### src/rtl/uart_tx_frame_ctrl.sv
// rtl/uart_tx_frame_ctrl.sv - UART transmit frame sequencer
// Purpose: serialises one byte per tx_valid/tx_ready handshake as a start
//   bit, DATA_BITS data bits (LSB first), an optional parity bit and
//   STOP_BITS stop bits. Owns the baud-tick and bit counters.
// Ports:
//   clk       clock, rising edge
//   rst       asynchronous active-high reset
//   tx_valid  byte available on tx_data
//   tx_data   byte to send, sampled only at handshake
//   tx_ready  idle and able to accept a byte
//   tx        registered serial line, idle high
//   busy      frame in progress
//   done      one-cycle pulse in the first idle cycle after stop
//   bit_idx   index of the data bit on tx, 0 outside DATA
module uart_tx_frame_ctrl #(
   parameter int CLKS_PER_BIT = 16,
   parameter int DATA_BITS    = 8,
   parameter int PARITY_EN    = 0,
   parameter int PARITY_ODD   = 0,
   parameter int STOP_BITS    = 1
) (
   input  logic                 clk,
   input  logic                 rst,
   input  logic                 tx_valid,
   input  logic [DATA_BITS-1:0] tx_data,
   output logic                 tx_ready,
   output logic                 tx,
   output logic                 busy,
   output logic                 done,
   output logic [2:0]           bit_idx
);
   localparam int BW = (CLKS_PER_BIT > 1) ? $clog2(CLKS_PER_BIT) : 1;
   localparam logic [BW-1:0] BAUD_LAST = BW'(CLKS_PER_BIT - 1);
   localparam logic [2:0]    BIT_LAST  = 3'(DATA_BITS - 1);

   if (CLKS_PER_BIT < 2) begin : g_bad_cpb
      $error("uart_tx_frame_ctrl: CLKS_PER_BIT must be >= 2");
   end
   if (DATA_BITS < 5 || DATA_BITS > 8) begin : g_bad_data_bits
      $error("uart_tx_frame_ctrl: DATA_BITS must be 5..8");
   end
   if (PARITY_EN < 0 || PARITY_EN > 1 || PARITY_ODD < 0 || PARITY_ODD > 1) begin : g_bad_parity
      $error("uart_tx_frame_ctrl: PARITY_EN and PARITY_ODD must be 0 or 1");
   end
   if (STOP_BITS < 1 || STOP_BITS > 2) begin : g_bad_stop
      $error("uart_tx_frame_ctrl: STOP_BITS must be 1 or 2");
   end

   typedef enum logic [2:0] {
      S_IDLE,
      S_START,
      S_DATA,
      S_PARITY,
      S_STOP
   } state_t;

   state_t               state_q, state_d;
   logic [BW-1:0]        baud_q, baud_d;
   logic [2:0]           bit_q, bit_d;
   logic                 stop_q, stop_d;
   logic [DATA_BITS-1:0] shift_q, shift_d;
   logic                 par_q, par_d;
   logic                 tx_q, tx_d;
   logic                 done_q, done_d;
   logic                 tick;

   assign tick = (baud_q == BAUD_LAST);

   always_ff @(posedge clk or posedge rst) begin
      if (rst) begin
         state_q <= S_IDLE;
         baud_q  <= '0;
         bit_q   <= '0;
         stop_q  <= 1'b0;
         shift_q <= '0;
         par_q   <= 1'b0;
         tx_q    <= 1'b1;
         done_q  <= 1'b0;
      end else begin
         state_q <= state_d;
         baud_q  <= baud_d;
         bit_q   <= bit_d;
         stop_q  <= stop_d;
         shift_q <= shift_d;
         par_q   <= par_d;
         tx_q    <= tx_d;
         done_q  <= done_d;
      end
   end

   // tx is registered, so tx_d is the line level for the state being
   // entered; every branch that changes state also picks that state's level.
   always_comb begin
      state_d = state_q;
      baud_d  = '0;
      bit_d   = bit_q;
      stop_d  = stop_q;
      shift_d = shift_q;
      par_d   = par_q;
      done_d  = 1'b0;
      tx_d    = 1'b1;

      if (state_q != S_IDLE) begin
         baud_d = tick ? '0 : baud_q + BW'(1);
      end

      case (state_q)
         S_IDLE: begin
            if (tx_valid) begin
               state_d = S_START;
               shift_d = tx_data;
               // Parity is fixed at latch time since the shift register
               // is consumed during DATA.
               par_d   = (^tx_data) ^ (PARITY_ODD != 0);
               tx_d    = 1'b0;
            end
         end
         S_START: begin
            tx_d = 1'b0;
            if (tick) begin
               state_d = S_DATA;
               bit_d   = '0;
               tx_d    = shift_q[0];
            end
         end
         S_DATA: begin
            tx_d = shift_q[0];
            if (tick) begin
               if (bit_q == BIT_LAST) begin
                  bit_d  = '0;
                  stop_d = 1'b0;
                  if (PARITY_EN != 0) begin
                     state_d = S_PARITY;
                     tx_d    = par_q;
                  end else begin
                     state_d = S_STOP;
                     tx_d    = 1'b1;
                  end
               end else begin
                  bit_d   = bit_q + 3'd1;
                  shift_d = shift_q >> 1;
                  tx_d    = shift_q[1];
               end
            end
         end
         S_PARITY: begin
            tx_d = par_q;
            if (tick) begin
               state_d = S_STOP;
               stop_d  = 1'b0;
               tx_d    = 1'b1;
            end
         end
         S_STOP: begin
            tx_d = 1'b1;
            if (tick) begin
               if ((STOP_BITS == 1) || stop_q) begin
                  state_d = S_IDLE;
                  stop_d  = 1'b0;
                  done_d  = 1'b1;
               end else begin
                  stop_d = 1'b1;
               end
            end
         end
         default: begin
            state_d = S_IDLE;
         end
      endcase
   end

   assign tx       = tx_q;
   assign done     = done_q;
   assign busy     = (state_q != S_IDLE);
   assign tx_ready = (state_q == S_IDLE);
   assign bit_idx  = bit_q;

endmodule

### config.mk
export PLATFORM = sky130hd
export DESIGN_NAME = uart_tx_frame_ctrl
export DESIGN_NICKNAME = d
export VERILOG_FILES = /design/src/rtl/uart_tx_frame_ctrl.sv
export SDC_FILE = /design/constraint.sdc
export NUM_CORES = 1
export LEC_CHECK = 0
export BUFFER_PORTS_ARGS = -buffer_cell sky130_fd_sc_hd__buf_2
export CELL_PAD_IN_SITES_DETAIL_PLACEMENT = 0
export CELL_PAD_IN_SITES_GLOBAL_PLACEMENT = 1
export CORE_MARGIN = 1.5
export CORE_UTILIZATION = 42
export DETAILED_ROUTE_END_ITERATION = 6
export PLACE_DENSITY_LB_ADDON = 0.1
export SYNTH_ARGS = -nofsm -noshare
export SYNTH_HDL_FRONTEND = slang
export SYNTH_SLANG_ARGS = --single-unit
### constraint.sdc
create_clock -name clk -period 2.1 [get_ports clk]
set_clock_uncertainty 0.15 [all_clocks]
set_input_delay 0.105 -clock clk [delete_from_list [all_inputs] [get_ports clk]]
set_output_delay 0.105 -clock clk [all_outputs]
set_load 0.01 [all_outputs]
==> metrics.csv <==
stage;metric;value;unit
floorplanning;Top Ports;18;
clock_network;maximum clock path buffer count;2;
global_route;first-pass GRT wire length;3870;um
setup_path;Worst EP required;2150;ps
placement;Inst Count DP;159;
setup_path;crit path max-delay cell type;or3b_1;
sta;worst setup margin;202;ps
global_route;grt total ovfl;0;
finish;layout cells sized above 1;21.7;%
floorplanning;initial core utilization;45.1;%
synth;Post-Syn Area;1130;um^2
floorplanning;Core Area;2500;um^2
floorplanning;die height;54.8;um
finish;final net count;158;
sta;unrepaired setup endpoints after global routing;false;
sta;final hold violations;0;
global_route;initial antenna violation count;0;
floorplanning;full die area;3010;um^2
run;max_cap viols;0;
synth;largest family of logic cells by synthesized area;simple AND/OR/NAND/NOR gates;
synth;main flop type after synthesis;dfrtp_1;
sta;hold_ws;322;ps
global_route;total track usage;18.2;%
synth;area leader, netlist;dfrtp_1;
route;final WL;2240;um
placement;post-DP HPWL;1620;um
setup_path;nature of the critical path startpoint;flip-flop;
synth;post-synth top area share;44.3;%
setup_path;Worst Setup End Kind;flip-flop;
synth;synth cell count leaders;dfrtp_1, nand2_1, o21ai_0;
route;Avg WL per Cell;13.0;um
sta;Achievable Freq;527;MHz
pwr;Pleak;0.676;nW
route;Routed Antenna Nets;0;
synth;Synth Area in XOR/XNOR;6.21;%
clock_network;root buf cell;clkbuf_4;
floorplanning;# rows;18;
clock_network;CTS tree;built;
finish;Ant. Diodes;0;
clock_network;CTS clk-pin slew, worst paths;120;ps
placement;routability congestion estimate;0.800;
placement;setup slack at placement;225;ps
synth;post-synthesis net count;126;
synth;post-synthesis cell count;112;
route;initial DRC count;13;
synth;Yosys warning total;0;
pwr;Pwr Density;1040;nW/um^2
synth;multiplexer area fraction after synthesis;7.10;%
setup_path;critical path fanouts, max;14;
finish;Area growth syn-to-layout;22.1;%
synth;#FFs+latches synth;21;
clock_network;TritonCTS buffer count;3;
sta;Final TNS setup;0;ps
sta;crit share post-route;90.4;%
clock_network;post-CTS resize count;0;
route;Vias/cell;5.25;
setup_path;critical path class;reg -> reg;
setup_path;CP Cell Sequence;or3b_1 -> o31a_4 -> nand2_1 -> o21ai_2;
clock_network;H-tree Lvls;1;
synth;synth top area cells;dfrtp_1, mux2i_1, xnor2_1, o21ai_0, ha_1;
sta;Slew @ Worst Pin;779;ps
synth;Post-synth EDFFs;0;
clock_network;worst skew pair latency;310;ps
clock_network;CTS Sinks;21;
setup_path;Crit path arrival time;1950;ps
min_path;hold crit path type;in -> async;
route;vias;908;
synth;post-synthesis compound-gate area fraction;15.5;%
synth;sequential share of the synthesized area;46.7;%
global_route;pin count of the biggest net entering global routing;22;
floorplanning;die width;54.8;um
synth;count leader, synth;dfrtp_1;
route;1st-pass router iterations;4;
finish;Non-Filler Instances;173;
synth;Syn Area/Cell;10.1;um^2
setup_path;critical path's largest stage delay;560;ps
synth;Post-Synth Simple-Gate Area;16.5;%
synth;Async SR Flop Fraction;100;%
global_route;vias in the first global route;865;
sta;relative slew slack;48.0;%
placement;input/output buffers;17;
synth;post-synthesis adder-cell area fraction;3.33;%
sta;# setup viols final;0;
status;outcome;completed;
pwr;final total power;1.43;mW
synth;Synth cell types;32;
route;# DRC;0;
pwr;Max VDD drop;0.606;mV
sta;Pins Over Slew Limit;0;
sta;minimum clock period;1900;ps
-- routing by layer --
layer | track usage, % | vias up | share of wire [%]
met1 | 25.5 | 429 | 49
met2 | 27.6 | 14 | 47
met3 | 2.73 | 4 | 2.9
met4 | 8.33 | 0 | 1.3
met5 | 0 | - | 0
li1 | - | 461 | -
-- cell families (layout without fill, tap and decap cells) --
group | Yosys count | after routing
compound gates | 27 | 27
xor+xnor | 8 | 8
fa+ha+maj | 3 | 3
buf+inv | 9 | 40
flops | 21 | 21
mux | 8 | 8
simple gates | 36 | 36
-- worst max-delay path: cells and delay by family, from the launching register on --
kind	cells	cell delay, ps
AOI/OAI and AO/OA	2	460
DFF	1	510
and+or+nand+nor	2	660
-- placed cells by master, fill, tap and decap left out, drive strengths merged --
cell	instances
a21oi	4
xnor2	8
o2111ai	1
nor2	8
nand2b	1
buf	22
or4b	1
and3	2
and2	1
or3b	1
clkbuf	4
dfstp	1
a22oi	1
o21ai	17
dfrtp	20
o211ai	1
nand3	3
nand2	11
mux2i	8
nor4	1
inv	4
ha	3
o31a	1
o311ai	1
nor3	3
o32ai	1
nand4b	3
dlygate4sd3	10
nor2b	1
-- per-stage QoR --
stage	area (um^2)	util, %
6_report	1380	55.1
5_1_grt	1380	55.1
4_1_cts	1380	55.1
3_5_place_dp	1250	50.1
3_3_place_gp	1250	50.1
2_1_floorplan	1130	-
-- sequential cells by signal (all words and copies together) (netlist names) --
register / cells
shift_q: 8
baud_q: 4
par_q: 1
state_q: 3
bit_idx: 3
tx: 1
done: 1
-- power by group --
part | total, mW | switching, mW | leakage (nW) | internal (mW)
combinational | 0.539 | 0.279 | 0.399 | 0.260
sequential | 0.697 | 0.127 | 0.262 | 0.570
clock | 0.198 | 0.124 | 0.0150 | 0.0741
total | 1.43 | 0.531 | 0.676 | 0.904
-- timing repair --
action,in CTS,in global routing
hold buffers,10,0
buffers inserted,0,0
hold endpoints to repair,30,0
-- cell type report --
type / count / area [um^2]
Sequential cell: 21 / 527
Inverter: 4 / 15.0
Timing Repair Buffer: 32 / 223
Clock buffer: 4 / 26.3
Fill cell: 225 / 1120
Tap cell: 30 / 37.5
Multi-Input combinational cell: 82 / 549
-- final timing paths --
kind	startpoint	end	slack [ps]	cells past startpoint
setup / recovery	state_q[0]	shift_q[2]	200	4
hold / removal	rst	state_q[1]	320	3
setup reg to reg	state_q[0]	shift_q[2]	200	4
hold reg to reg	par_q	par_q	340	2
max in group asynchronous	rst	shift_q[0]	990	3
min in group clk	par_q	par_q	340	2
(Power assumes the default switching activity.)
